**src/rtl/thread_round_scheduler_if.sv**
```systemverilog
// thread_round_scheduler_if: issue-side bundle between the thread-state table, the scheduler and the engine issue logic
interface thread_round_scheduler_if #(
   parameter int N_CORES = 4,
   parameter int N_CTX   = 2,
   parameter int N_SEQ   = 2
);
   localparam int N_THREADS = N_CORES * N_CTX * N_SEQ;
   localparam int TW = (N_CORES > 1 ? $clog2(N_CORES) : 1) + $clog2(N_CTX) + $clog2(N_SEQ);
   logic [N_THREADS-1:0] ready_mask;
   logic                 advance;
   logic                 load_en;
   logic [TW-1:0]        load_num;
   logic [TW-1:0]        thread_num;
   logic                 thread_valid;
   logic                 wrap;
   modport master (output ready_mask, advance, load_en, load_num, input thread_num, thread_valid, wrap);
   modport slave  (input ready_mask, advance, load_en, load_num, output thread_num, thread_valid, wrap);
endinterface

```
**src/rtl/thread_round_scheduler.sv**
```systemverilog
// thread_round_scheduler: walks {core, ctx, seq} in issue order, skipping threads whose ready bit is clear
module thread_round_scheduler #(
   parameter int N_CORES = 4,
   parameter int N_CTX   = 2,
   parameter int N_SEQ   = 2
) (
   input logic CLK,
   input logic reset,
   thread_round_scheduler_if.slave bus
);
   localparam int CW = N_CORES > 1 ? $clog2(N_CORES) : 1;
   localparam int SW = $clog2(N_SEQ);
   localparam int TW = CW + $clog2(N_CTX) + SW;
   localparam int IW = TW - SW;
   localparam logic [IW-1:0] LAST_IDX = IW'(N_CORES * N_CTX - 1);
   localparam logic [0:0] SCAN = 1'b0;
   localparam logic [0:0] HOLD = 1'b1;
   logic [0:0]    state_q, state_d;
   logic [TW-1:0] cand_q, cand_d, tn_q, tn_d, step_src, step_nxt, load_fix;
   logic          valid_q, valid_d, wrap_q, wrap_d, hit, step_wrap;
   logic [IW-1:0] in_idx;
   logic [SW-1:0] seq;
   // HOLD steps from the issued thread, SCAN from the candidate
   assign step_src  = state_q == HOLD ? tn_q : cand_q;
   assign in_idx    = step_src[TW-1:SW];
   assign seq       = step_src[SW-1:0];
   assign step_nxt  = in_idx == LAST_IDX ? {IW'(0), SW'(seq + 1'b1)} : {IW'(in_idx + 1'b1), seq};
   assign step_wrap = in_idx == LAST_IDX && seq == '1;
   assign hit       = bus.ready_mask[cand_q];
   assign load_fix  = int'(bus.load_num[TW-1 -: CW]) >= N_CORES ? '0 : bus.load_num;
   always_comb begin
      state_d = state_q;
      cand_d  = cand_q;
      tn_d    = tn_q;
      valid_d = valid_q;
      wrap_d  = 1'b0;
      if (bus.load_en) begin
         cand_d  = load_fix;
         valid_d = 1'b0;
         state_d = SCAN;
      end else if (state_q == SCAN) begin
         tn_d    = hit ? cand_q : tn_q;
         valid_d = hit;
         state_d = hit ? HOLD : SCAN;
         cand_d  = hit ? cand_q : step_nxt;
         wrap_d  = !hit && step_wrap;
      end else if (bus.advance) begin
         cand_d  = step_nxt;
         wrap_d  = step_wrap;
         valid_d = 1'b0;
         state_d = SCAN;
      end
   end
   always_ff @(posedge CLK) begin
      if (reset) begin
         state_q <= SCAN;
         cand_q  <= '0;
         tn_q    <= '0;
         valid_q <= 1'b0;
         wrap_q  <= 1'b0;
      end else begin
         state_q <= state_d;
         cand_q  <= cand_d;
         tn_q    <= tn_d;
         valid_q <= valid_d;
         wrap_q  <= wrap_d;
      end
   end
   assign bus.thread_num   = tn_q;
   assign bus.thread_valid = valid_q;
   assign bus.wrap         = wrap_q;
endmodule
```
**src/flat_wrapper.sv**
```systemverilog
// flat-port wrapper written by rule: the top's interface ports become plain ports
module thread_round_scheduler_flat 
#(
   parameter int N_CORES = 4,
   parameter int N_CTX   = 2,
   parameter int N_SEQ   = 2
)
  (CLK, reset, bus_ready_mask, bus_advance, bus_load_en, bus_load_num, bus_thread_num, bus_thread_valid, bus_wrap);
  thread_round_scheduler_if #(.N_CORES(N_CORES), .N_CTX(N_CTX), .N_SEQ(N_SEQ)) bus_i ();
  input logic CLK;
  input logic reset;
  input wire logic [$bits(bus_i.ready_mask)-1:0] bus_ready_mask;
  input wire logic [$bits(bus_i.advance)-1:0] bus_advance;
  input wire logic [$bits(bus_i.load_en)-1:0] bus_load_en;
  input wire logic [$bits(bus_i.load_num)-1:0] bus_load_num;
  output wire logic [$bits(bus_i.thread_num)-1:0] bus_thread_num;
  output wire logic [$bits(bus_i.thread_valid)-1:0] bus_thread_valid;
  output wire logic [$bits(bus_i.wrap)-1:0] bus_wrap;
  assign bus_i.ready_mask = bus_ready_mask;
  assign bus_i.advance = bus_advance;
  assign bus_i.load_en = bus_load_en;
  assign bus_i.load_num = bus_load_num;
  assign bus_thread_num = bus_i.thread_num;
  assign bus_thread_valid = bus_i.thread_valid;
  assign bus_wrap = bus_i.wrap;
  thread_round_scheduler #(.N_CORES(N_CORES), .N_CTX(N_CTX), .N_SEQ(N_SEQ)) u_core (.CLK(CLK), .reset(reset), .bus(bus_i));
endmodule
```
**config.mk**
```make
export PLATFORM = sky130hd
export DESIGN_NAME = thread_round_scheduler_flat
export DESIGN_NICKNAME = d
export VERILOG_FILES = /design/src/rtl/thread_round_scheduler_if.sv /design/src/rtl/thread_round_scheduler.sv /design/src/flat_wrapper.sv
export SDC_FILE = /design/constraint.sdc
export NUM_CORES = 1
export LEC_CHECK = 0
export CAP_MARGIN = 30
export CORE_ASPECT_RATIO = 0.5
export CORE_MARGIN = 2
export CORE_UTILIZATION = 30
export CTS_BUF_LIST = sky130_fd_sc_hd__clkbuf_4
export DETAILED_ROUTE_END_ITERATION = 6
export SETUP_SLACK_MARGIN = 0.15
export SKIP_LAST_GASP = 1
export SLEW_MARGIN = 30
export SYNTH_ARGS = -nofsm -noshare
export SYNTH_HDL_FRONTEND = slang
export SYNTH_SLANG_ARGS = --single-unit
export TNS_END_PERCENT = 50
```
**constraint.sdc**
```tcl
create_clock -name CLK -period 2.15 [get_ports CLK]
set_input_delay 0.645 -clock CLK [delete_from_list [all_inputs] [get_ports CLK]]
set_output_delay 0.645 -clock CLK [all_outputs]
set_load 0.02 [all_outputs]
```
== Word-level counts from Yosys, hierarchy flattened ==
Index checks and enable logic that the tools add are counted.

* Flip-flop bits (word level): 11
* Latch bits: 0
* RAM bits: 0
* Bits in read-only memories: 0
* Input port bits: 24
* Output and inout bits: 6
* Word-level logic and storage cells: 35
* Memories kept: 0

* $add $sub $neg: 2
* Multipliers: 0
* Div/mod/pow operators: 0
* $lt $le $gt $ge: 1
* Eq/ne operators: 4
* Shift operators: 0
* Muxes and demuxes: 15
* Bitwise gates (word level): 2
* Reduce and logical (&&, ||, !) cells: 6

{| class="wikitable"
|+ Operators with widths
! cell !! count
|-
| two-way mux 4 bit || 6
|-
| two-way mux 1 bit || 8
|-
| less-than comparator 4 x 5 -> 1 bit, second input constant || 1
|-
| binary-select mux 1 bit (select 4 bit) || 1
|-
| adder 3 x 1 -> 3 bit, second input constant || 1
|-
| equality test 3 bit, second input constant || 1
|-
| inequality test 3 x 2 -> 1 bit, second input constant || 1
|-
| inequality test 3 bit, second input constant || 1
|-
| AND reduction 3 bit || 1
|-
| logical AND 1 bit || 2
|-
| inequality test 2 bit, second input constant || 1
|-
| inverter 1 bit || 2
|-
| AND reduction 2 bit || 1
|-
| OR reduction 2 bit || 1
|-
| adder 1 bit, second input constant || 1
|-
| logical NOT 1 bit || 1
|}

== Logic depth before layout (Yosys ltp) ==
* Depth after elaboration: 6
* Mapped depth: 8
* Depth with buffers taken out: 7

== Least setup slack after synthesis ==
Ideal clock, no wire load.

* Path type: input port to flip-flop
* From: input port bus_ready_mask[15]
* To: register u_core.cand_q[0]
* Library setup time: 0.121 ns
* Arrival: 1.982 ns
* Required time: 2.029 ns
* Setup slack: 0.047 ns
* Stages: 5
* Path buffers: 0
* Path through: mux4_2 -> nor2b_4 -> nor3_4 -> o31a_4 -> mux2_4

* Word-level cells in the longest chain between the ends: 4

{| class="wikitable"
|+ RTL lines
! element !! RTL line !! RTL
|-
| start, declared || flat_wrapper.sv:12 || <nowiki>input wire logic [$bits(bus_i.ready_mask)-1:0] bus_ready_mask;</nowiki>
|-
| binary-select mux 1 bit (select 4 bit) || thread_round_scheduler.sv:29 || <nowiki>assign hit = bus.ready_mask[cand_q];</nowiki>
|-
| two-way mux 1 bit (implied by the code) || thread_round_scheduler.sv:29 ||
|-
| inequality test 3 x 2 -> 1 bit (no source line) || n/a ||
|-
| AND reduction 2 bit (no source line) || n/a ||
|-
| end signal, assigned || thread_round_scheduler.sv:63 || <nowiki>cand_q <= cand_d;</nowiki>
|-
| end, declared || thread_round_scheduler.sv:19 || <nowiki>logic [TW-1:0] cand_q, cand_d, tn_q, tn_d, step_src, step_nxt, load_fix;</nowiki>
|}

Every way passes these cells. The select of a mux whose other input is x is not followed.
A chain may end at the register's enable or synchronous reset.

== Final worst setup path ==
* From: input port bus_ready_mask[3]
* To: register u_core.tn_q[0] (netlist: u_core.bus.thread_num[0])

* Word-level cells in the longest chain between the ends: 3

{| class="wikitable"
|+ RTL lines
! element !! RTL line !! RTL
|-
| binary-select mux 1 bit (select 4 bit) || thread_round_scheduler.sv:29 ||
|-
| two-way mux 1 bit (implied by the code) || thread_round_scheduler.sv:29 ||
|-
| AND reduction 3 bit (no source line) || n/a ||
|-
| end signal, assigned || thread_round_scheduler.sv:64 || <nowiki>tn_q <= tn_d;</nowiki>
|-
| end, declared || thread_round_scheduler.sv:19 ||
|}

Every way passes these cells. The select of a mux whose other input is x is not followed.

==> flow_metrics.tcl <==
set metrics [dict create \
    synth_edf_count 0 \
    crit_chain "clkdlybuf4s50_1, mux2i_1, o22a_1, a31oi_4, buf_6, o21ai_4, mux2_4" \
    final_nets 149 \
    fin_cells 158 \
    portBuffers 29 \
    clockBufferDepth 2 \
    synth_top_area_share_pct 27.33 \
    synth_area_leaders "dfxtp_1, mux2i_1, mux2_2, ha_1, mux2_4" \
    post-dp-hpwl_um 1477 \
    slowest_stage "clkdlybuf4s50_1" \
    synthCells 80 \
    final_area_mm2 0.001355 \
    syn-num-nets 107 \
    start_util_pct 31.35 \
    seqPwrFrac_pct 32.2 \
    worst-path-buf-inv 2 \
    multi_input_area_um2 634.4 \
    end_kind "register" \
    status "finished, final reports clean" \
    fin_crit_ns 1.962 \
    area_delta_synth_final_pct 68.17 \
    diodes 0 \
    crit_required_ns 2.32 \
    crit_type "in2reg" \
    synth_area_um2 805.8 \
    p_per_area_mw_per_mm2 628.3 \
    start_kind "input port" \
    place.gp.congestion 0.7683 \
    yosys.area.top_type "dfxtp_1" \
    path_depth 7 \
    finalSetupViolations 0 \
    drt-initial-drc-count 8 \
    maxCapViolCount 0 \
    regArea_um2 230.2 \
    ys_ff_latch 11 \
    reg2reg_depth 7 \
    io_pins 30 \
    synth_cell_type_count 36 \
    die_h_um 40.65 \
    wirelength_um 1914 \
    slew_headroom_pct 73.55 \
    wl_per_cell_um 12.11 \
    irDropWorstVdd_uv 304.3 \
    dp.cells 152 \
    cts-root-buf "clkbuf_4" \
    power_frac_clock_pct 17.4 \
    hold_class "reg2reg" \
    crit_family "buffers and inverters" \
    rows 13 \
    grt_pass1_vias 611 \
    yosys_warnings 0 \
    drc 0 \
    yosysSeqAreaShare_pct 27.33 \
    switchingPower_uw 289.7 \
    h-tree-depth 1 \
    synthFlopType "dfxtp_1" \
    p_leak_nw 0.5935 \
    fill_cells 250 \
    core_region_area_mm2 0.002570 \
    via_count 709 \
    grt_max_degree 13 \
    synthArstFlopShare_pct 0 \
    cts_buffers 3 \
    avgViaCountPerCell 4.487 \
    fmax_mhz 509.6 \
    detail-route-antenna-nets 0 \
    rsz0062_at_grt "no" \
    layout-drive-gt1-share_pct 37.19 \
    clock_latency_ns 0.28 \
    p_sw_share_pct 34.03 \
    placed_cell_area_mm2 0.001210 \
    tritoncts "done" \
    grtUsageTotal_pct 12.85 \
    yosys-top-cells-count "dfxtp_1, mux2i_1, nor2_1" \
    grt_pass1_wl_um 2960 \
    holdBufCountCts 0 \
    internal_power_uw 561.7 \
    maxSlewViolCount 0 \
    cts.sinks 11 \
    finalCritPeriodShare_pct 91.27 \
    first_pass_iters 2 \
    hold_depth 2 \
    slowest_delay_ns 0.45 \
    cp.arrival_ns 2.13 \
    worst_slew_pin_slew_ns 0.3956 \
    yosysMostFrequentCell "dfxtp_1" \
    die-area_mm2 0.003141 \
    cp_max_fo 4 \
    die_w_um 77.29 \
    grt-ovfl-total 0 \
    antenna_found_initial 0 \
    comb_power_share_pct 50.3 \
    fin_skew_ns 0.001700 \
    syn_area_per_cell_um2 10.07 \
    cts.clk_slew.worst_paths_ns 0.08 \
    hold_viol 0 \
]
## power groups by stage
stage / Clock, mW / Sequential, mW / Combinational (mW)
2_1_floorplan: 0 / 0.256 / 0.228
3_3_place_gp: 0 / 0.268 / 0.368
3_5_place_dp: 0 / 0.269 / 0.367
4_1_cts: 0.155 / 0.272 / 0.412
5_1_grt: 0.165 / 0.281 / 0.464
6_report: 0.149 / 0.274 / 0.429
## through the flow
| step | TNS, ns | worst slack, ns | utilization, % | power, mW | hold slack (ns) |
|---|---|---|---|---|---|
| 2_1_floorplan | 0 | 0.04708 | - | 0.4842 | 0.5285 |
| 3_5_place_dp | -3.449 | -0.3887 | 47.08 | 0.6360 | 0.4478 |
| 3_3_place_gp | -3.275 | -0.3720 | 47.08 | 0.6361 | 0.4435 |
| 4_1_cts | 0 | 0.1546 | 50.24 | 0.8392 | 0.4597 |
| 5_1_grt | 0 | 0.1565 | 52.73 | 0.9093 | 0.4871 |
| 6_report | 0 | 0.1877 | 52.73 | 0.8514 | 0.4585 |
## worst paths after layout
path / from / endpoint / slack [ns]
setup / recovery: bus_ready_mask[3] / u_core.bus.thread_num[0] / 0.19
hold / removal: u_core.bus.thread_valid / u_core.bus.thread_valid / 0.46
setup reg to reg: u_core.cand_q[2] / u_core.cand_q[0] / 0.26
hold reg to reg: u_core.bus.thread_valid / u_core.bus.thread_valid / 0.46
## worst register-to-register path, delay by kind of cell (launching register included)
family | cells | cell delay (ns)
adders and majority gates | 3 | 0.63
DFF | 1 | 0.40
muxes | 3 | 0.68
and+or+nand+nor | 1 | 0.06
## registers in the layout, indices dropped and copies added (netlist names)
signal,count
u_core.state_q,1
u_core.bus.thread_valid,1
u_core.cand_q,4
u_core.bus.wrap,1
u_core.bus.thread_num,4
## timing repair
| item | in CTS | in global routing |
|---|---|---|
| gates resized for setup | 23 | 19 |
| gates cloned | 0 | 0 |
| pin swaps | 7 | 6 |
| setup endpoints to repair | 11 | 5 |
| buffers inserted | 0 | 2 |
## placed cells by master, fill, tap and decap left out, drive strengths merged
| cell | instances |
|---|---|
| mux4 | 1 |
| o31ai | 2 |
| nand2 | 3 |
| or2 | 1 |
| nand2b | 3 |
| clkbuf | 3 |
| or3 | 1 |
| a21bo | 1 |
| inv | 2 |
| clkinv | 1 |
| ha | 3 |
| mux2i | 9 |
| dfxtp | 11 |
| nor2b | 5 |
| and3 | 1 |
| o21bai | 1 |
| mux2 | 9 |
| clkdlybuf4s50 | 14 |
| clkdlybuf4s15 | 4 |
| dlygate4sd2 | 6 |
| nor3 | 2 |
| a31oi | 1 |
| a2111oi | 1 |
| or2b | 2 |
| o22a | 1 |
| a211o | 1 |
| a21oi | 3 |
| nand3b | 1 |
| o31a | 1 |
| nor2 | 6 |
| dlymetal6s2s | 5 |
| a211oi | 1 |
| buf | 13 |
| o21ai | 2 |
## layout make-up
type                            instances  area share [%]
Sequential cell                        11           16.99
Inverter                                2          0.5540
Clock inverter                          1          0.3693
Tap cell                               37           3.416
Clock buffer                            3           1.662
Multi-Input combinational cell         62           46.81
Timing Repair Buffer                   42           30.19
## metal layers
| metal | up-vias | track usage, % | share of wire [%] |
|---|---|---|---|
| li1 | 373 | - | - |
| met1 | 318 | 17.43 | 51 |
| met2 | 16 | 19.57 | 43 |
| met3 | 2 | 4.405 | 4.6 |
| met4 | 0 | 4.018 | 1.1 |
| met5 | - | 0 | 0 |
## cells by family (layout without fill, tap and decap cells)
group | Yosys count | count (layout) | synth area share (%)
muxes | 19 | 19 | 27.48
buffers and inverters | 7 | 48 | 4.347
adders and majority gates | 3 | 3 | 4.659
and+or+nand+nor | 25 | 25 | 19.25
AOI/OAI and AO/OA | 15 | 15 | 16.93
DFF | 11 | 11 | 27.33
Note: power is estimated with default switching activity, not from simulation.
